**src/rtl/shift_rx.sv**
```systemverilog
// rtl/shift_rx.sv - serial-to-parallel receiver with synchronized sck/sdat/oe/clrn bundle
// Frames are latched on the falling edge of oe; the word is accepted only if exactly WIDTH bits were clocked in.
module shift_rx #(
  parameter int WIDTH = 16,
  parameter int SYNC  = 2
) (
  input  logic             clk,
  input  logic             rst,
  input  logic [3:0]       sin,
  output logic [WIDTH-1:0] pdata,
  output logic             valid,
  output logic             frame_err,
  output logic             busy
);

  localparam int CW = $clog2(WIDTH + 2);
  localparam logic [CW-1:0] CNT_FULL = CW'(WIDTH);
  localparam logic [CW-1:0] CNT_MAX  = CW'(WIDTH + 1);
  // Idle pin levels {sck, sdat, oe, clrn}
  localparam logic [3:0]    IDLE_LVL = 4'b0011;

  typedef enum logic {S_IDLE, S_SHIFT} state_t;

  logic [3:0]       r_sync [SYNC];
  logic [3:0]       r_hist;
  logic [WIDTH-1:0] r_sr;
  logic [CW-1:0]    r_cnt;
  logic [WIDTH-1:0] r_pdata;
  logic             r_valid;
  logic             r_ferr;
  state_t           r_state;
  state_t           w_state_nxt;

  logic [3:0]       w_s;
  logic             w_sck_rise;
  logic             w_oe_fall;
  logic             w_clr;
  logic [WIDTH-1:0] w_sr_nxt;
  logic [CW-1:0]    w_cnt_nxt;

  always_ff @(posedge clk) begin
    if (rst) begin
      for (int i = 0; i < SYNC; i++) r_sync[i] <= IDLE_LVL;
      r_hist <= IDLE_LVL;
    end else begin
      r_sync[0] <= sin;
      for (int i = 1; i < SYNC; i++) r_sync[i] <= r_sync[i-1];
      r_hist <= r_sync[SYNC-1];
    end
  end

  assign w_s        = r_sync[SYNC-1];
  assign w_sck_rise = w_s[3] & ~r_hist[3];
  assign w_oe_fall  = ~w_s[1] & r_hist[1];
  assign w_clr      = ~w_s[0];

  // Shift happens before the latch check so a same-cycle sck rise counts toward the frame
  always_comb begin
    w_sr_nxt  = r_sr;
    w_cnt_nxt = r_cnt;
    if (w_sck_rise) begin
      w_sr_nxt = {r_sr[WIDTH-2:0], w_s[2]};
      if (r_cnt != CNT_MAX) w_cnt_nxt = r_cnt + 1'b1;
    end
  end

  always_comb begin
    w_state_nxt = r_state;
    if (w_clr || w_oe_fall) w_state_nxt = S_IDLE;
    else if (w_sck_rise)    w_state_nxt = S_SHIFT;
  end

  always_ff @(posedge clk) begin
    if (rst) begin
      r_state <= S_IDLE;
      r_sr    <= '0;
      r_cnt   <= '0;
      r_pdata <= '0;
      r_valid <= 1'b0;
      r_ferr  <= 1'b0;
    end else begin
      r_state <= w_state_nxt;
      r_valid <= 1'b0;
      r_ferr  <= 1'b0;
      if (w_clr) begin
        r_sr  <= '0;
        r_cnt <= '0;
      end else if (w_oe_fall) begin
        r_sr  <= '0;
        r_cnt <= '0;
        if (w_cnt_nxt == CNT_FULL) begin
          r_pdata <= w_sr_nxt;
          r_valid <= 1'b1;
        end else begin
          r_ferr <= 1'b1;
        end
      end else begin
        r_sr  <= w_sr_nxt;
        r_cnt <= w_cnt_nxt;
      end
    end
  end

  assign pdata     = r_pdata;
  assign valid     = r_valid;
  assign frame_err = r_ferr;
  assign busy      = (r_state == S_SHIFT);

endmodule
```
**config.mk**
```make
export PLATFORM = sky130hd
export DESIGN_NAME = shift_rx
export DESIGN_NICKNAME = d
export VERILOG_FILES = /design/src/rtl/shift_rx.sv
export SDC_FILE = /design/constraint.sdc
export NUM_CORES = 1
export LEC_CHECK = 0
export ABC_AREA = 1
export CORE_MARGIN = 2
export CORE_UTILIZATION = 30
export DETAILED_ROUTE_END_ITERATION = 8
export PLACE_DENSITY_LB_ADDON = 0.12
export RECOVER_POWER = 25
export SETUP_SLACK_MARGIN = 0.3
export SYNTH_ARGS = -nofsm -noshare
export SYNTH_HDL_FRONTEND = slang
export SYNTH_SLANG_ARGS = --single-unit
```
**constraint.sdc**
```tcl
create_clock -name clk -period 1.7 [get_ports clk]
set_clock_uncertainty 0.1 [all_clocks]
set_input_delay 0.425 -clock clk [delete_from_list [all_inputs] [get_ports clk]]
set_output_delay 0.425 -clock clk [all_outputs]
set_load 0.02 [all_outputs]
```
---- Yosys cells after proc, flatten, opt, wreduce, memory -nomap -nowiden ----
Memory sizes are Yosys's and may differ from the RTL's.
Index checks and enable logic that the tools add are counted.
cells by class
  add/sub/neg operators ................... 1
  equal/unequal tests ..................... 2
  multiplexer cells ....................... 10
  bitwise operators ....................... 8
  reductions and logical operators ........ 5
operators with widths
  operator                                                       count
  16-bit 2-to-1 mux                                              1
  5-bit 2-to-1 mux                                               2
  4-bit 2-to-1 mux                                               2
  3-bit OR reduction                                             2
  5-bit by 1-bit adder with 5-bit output, second input constant  1
  5-bit == test, second input constant                           1
  1-bit 2-to-1 mux                                               5
  5-bit != test, second input constant                           1
  1-bit NOT                                                      4
  3-bit AND reduction                                            1
  1-bit bitwise AND                                              2
  1-bit OR                                                       2
  2-bit OR reduction                                             1
  1-bit logical OR                                               1
word-level totals
  bits in registers ....................... 44
  RAM bits ................................ 8
  output and inout bits ................... 19
  word-level logic and storage cells ...... 34
  memories kept ........................... 1
memories
  memory  depth  width  read ports  clocked after memory_dff  wr ports  line  text
  r_sync  2      4      2           0                         2         24    logic [3:0] r_sync [SYNC];

---- Longest topological paths before layout ----
  word-level depth ........................ 5
  depth in mapped cells ................... 15
  mapped depth without buffers ............ 14

---- Least setup slack after synthesis ----
OpenSTA, ideal clock, no wires.
  path type ............................... reg2reg
  start ................................... register r_cnt[1]
  end ..................................... register r_pdata[0] (netlist: pdata[0])
  data arrival time ....................... 1486 ps
  slack ................................... 4 ps
  stages on the path, launching flop included .. 14
  path buffers ............................ 1
  cell sequence ........................... dfxtp_1 inv_1 ha_1 nand2_1 inv_2 nand2_1 nand2_1 nand2_1 nand2_2 nor2_8 buf_2 nand4_1 nand2_1 nor2_1
on the way
  word-level cells in the longest chain between the ends .. 5
  elaborated cells on any way between the ends .. 6
  classes of those cells .................. add/sub (1); eq/ne (2); mux (2); reduce/logical (1)
RTL lines
  element                                                                  line  text
  from (decl)                                                              27    logic [CW-1:0] r_cnt;
  from (signal assigned)                                                   99    r_cnt <= w_cnt_nxt;
  5-bit by 1-bit adder with 5-bit output or 5-bit != test (tied branches)  63    if (r_cnt != CNT_MAX) w_cnt_nxt = r_cnt + 1'b1;
  5-bit 2-to-1 mux                                                         63
  5-bit 2-to-1 mux *                                                       61    if (w_sck_rise) begin
  5-bit == test *                                                          91    if (w_cnt_nxt == CNT_FULL) begin
  3-bit AND reduction (no source line) *                                   --
  to (signal assigned)                                                     92    r_pdata <= w_sr_nxt;
  to (decl)                                                                28    logic [WIDTH-1:0] r_pdata;
Every way passes the cells marked *; elsewhere a longest branch is shown, timed or not.
A chain may end at the register's enable or synchronous reset.

---- Worst setup path in the final report ----
  start ................................... register r_cnt[1]
  end ..................................... register r_pdata[13] (netlist: pdata[13])
Same word-level chain as after synthesis.

==> flow_summary.json <==
{
  "status": "finished, violations left",
  "violations": "negative setup slack",
  "p_comb_share_pct": 10.2,
  "finalPower_uw": 2120,
  "cts_max_level": 2,
  "final_antenna_net_count": 0,
  "arrival_ps": 1890,
  "relSlewSlack_pct": 69.7,
  "grt.overflow.total": 0,
  "fp.dieW_um": 86.6,
  "synth.avg_cell_area_um2": 7.73,
  "layout_setup_ws_ps": -45.1,
  "final_nets": 320,
  "setup.worst_path.end": "pdata[13]",
  "grt_start_max_net_pins": 23,
  "yosys.area.top_type": "dfxtp_1",
  "r2r-end": "pdata[13]",
  "worst_pin_slew_ps": 454,
  "synth_top_cell_area_share_pct": 48.9,
  "ys_types": 25,
  "syn_nets": 273,
  "clkTransAtPathRegs_ps": 80,
  "sw_frac_of_total_pct": 24.1,
  "rows": 30,
  "initialDrtViolationCount": 58,
  "synthTopCellsByArea": "dfxtp_1, nand2_1, nor2_1",
  "dieHeight_um": 86.6,
  "seqPwrFrac_pct": 56.4,
  "end_kind": "flip-flop",
  "cp_max_fo": 8,
  "p_sw_uw": 511,
  "tns_ps": -301,
  "port_buffers": 24,
  "grt_use_total_pct": 12.7,
  "synth_area_mm2": 0.00205,
  "area_growth_pct": 36.6,
  "drcViolationCount": 0,
  "antenna_found_initial": 0,
  "path_class": "reg2reg",
  "cts-buffers-inserted": 5,
  "yosysWarningCount": 0,
  "finalCritPeriodShare_pct": 103,
  "hp-class": "reg2reg",
  "rsz0062_at_grt": "yes",
  "r2r.worst_path.cells": 11,
  "start_util_pct": 30.7,
  "cts_tree": "built",
  "mostFrequentLayoutCells": "dfxtp_1, nor2_1, nand2_1, inv_1, buf_2",
  "drive_gt1_share_pct": 34.3,
  "setup_viol": 11,
  "drv_slew": 0,
  "ios": 25,
  "clk_latency_ps": 300,
  "synth-seq-cells": 50,
  "irDropWorstVdd_mv": 0.303,
  "fmax_mhz": 573,
  "clockPowerShare_pct": 33.4,
  "diodes": 0,
  "viasPerCell": 4.32,
  "rr_startpoint": "r_cnt[1]",
  "cts_buffer_depth": 2,
  "die_area_mm2": 0.00750,
  "layout_commonest_cell": "dfxtp_1",
  "syn_inst": 265,
  "finalHoldViolCount": 0,
  "powerDensity_mw_per_mm2": 758,
  "required_ps": 1850,
  "grt_pass1_wl_mm": 7.39,
  "dr_total_vias": 1694,
  "wire_per_inst_um": 11.4,
  "cts-root-buf": "clkbuf_8",
  "routed_wl_mm": 4.48,
  "nFillCells": 711,
  "hpwlAfterDp_mm": 2.62,
  "power.leakage_uw": 0.00120,
  "min_period_ps": 1750,
  "p_int_uw": 1610,
  "place_congestion": 0.744,
  "startpoint": "r_cnt[1]",
  "coreArea_mm2": 0.00668,
  "startpoint_type": "flip-flop",
  "first_pass_iters": 4,
  "seq_area_frac_synth_pct": 48.9,
  "numClockSinks": 50,
  "grt_pass1_vias": 1545,
  "cap_violations": 0,
  "r2r_setup_slack_ps": -50,
  "min_delay_path_depth": 2
}
==> how the worst min path moves through the flow <==
stage,startpoint,end,slack (ps)
finish,r_sync[0][3],r_sync[0][7],300
global route,r_sync[0][3],r_sync[0][7],320
CTS,r_sync[0][3],r_sync[0][7],300
detailed placement,r_sync[0][2],r_sync[0][6],290
global placement,r_sync[0][3],r_sync[0][7],290
floorplan,r_sync[0][2],r_sync[0][6],290
==> Yosys cell counts <==
cell	count
inv_1	42
o21bai_1	1
mux2i_1	12
ha_1	2
inv_2	6
o21ai_0	4
dfxtp_1	50
a21oi_1	3
nand3_1	7
nand2_1	51
clkinv_1	1
nand4_1	16
nand3_4	1
nor2_4	1
buf_1	1
o21ai_1	1
buf_6	2
clkbuf_1	4
nor2_8	1
nand3b_1	1
nor2_2	2
buf_2	3
nor2_1	45
nand2_2	4
or2_2	4
==> per-layer routing <==
metal	routed length, µm	vias up	track usage (%)	part of all wire, %
li1	-	913	-	-
met1	2240	743	17.1	50
met2	2010	31	19.7	45
met3	146	7	3.14	3.3
met4	81	0	4.69	1.8
met5	0	-	0	0
==> power groups by stage <==
stage / Sequential, µW / Clock [µW] / Combinational, µW
floorplan: 1220 / 0 / 100
global placement: 1220 / 0 / 164
detailed placement: 1220 / 0 / 165
CTS: 1200 / 737 / 190
global route: 1200 / 788 / 237
finish: 1200 / 709 / 216
==> cell type report <==
class                   count  area, µm²  share of cell area [%]
flip-flops and latches     50       1010                    36.0
clock buffers               7       86.3                    3.09
well taps                  80        100                    3.58
multi-input cells         158       1030                    36.7
inverters                  49        190                    6.80
repair buffers             48        387                    13.8
==> metrics by stage <==
step	area, µm²	util [%]	setup slack [ps]	hold WS, ps	std cells
after floorplan	2070	-	49.8	288	265
after global placement	2480	37.2	-23.9	291	373
after detailed placement	2480	37.2	-64.3	294	373
after CTS	2590	38.8	-2.47	301	387
after global routing	2800	41.9	-194	315	392
final	2800	41.9	-45.1	297	392
==> state kept, by name, indices dropped and copies added, names as in the netlist <==
signal,flops
frame_err,1
busy,1
r_sr,16
r_sync,8
r_cnt,5
pdata,16
valid,1
r_hist,2
==> worst max-delay path, cell delays in order, from the launching register on <==
cell     delay, ps
dfxtp_2        340
buf_4          130
ha_2           180
nand3_1         80
nand2_1         60
nand3_2        110
nand2_4         80
nor2_8         200
nand3_4        200
nand2_1        110
inv_1           40
nor2_1          80
==> repair_timing <==
item	4_1_cts	5_1_grt
pin swaps	14	18
cloned	4	1
endpoints found under the setup margin	38	29
setup buffers	3	4
resized for setup	95	39
hold buffers	0	0
==> logic make-up after synthesis <==
family,Yosys count,synth area share (%)
fa+ha+maj,2,1.22
simple gates,133,30.0
buf+inv,59,11.7
mux,12,5.86
compound gates,9,2.32
flops,50,48.9
Power figures use the tool's default switching activity.
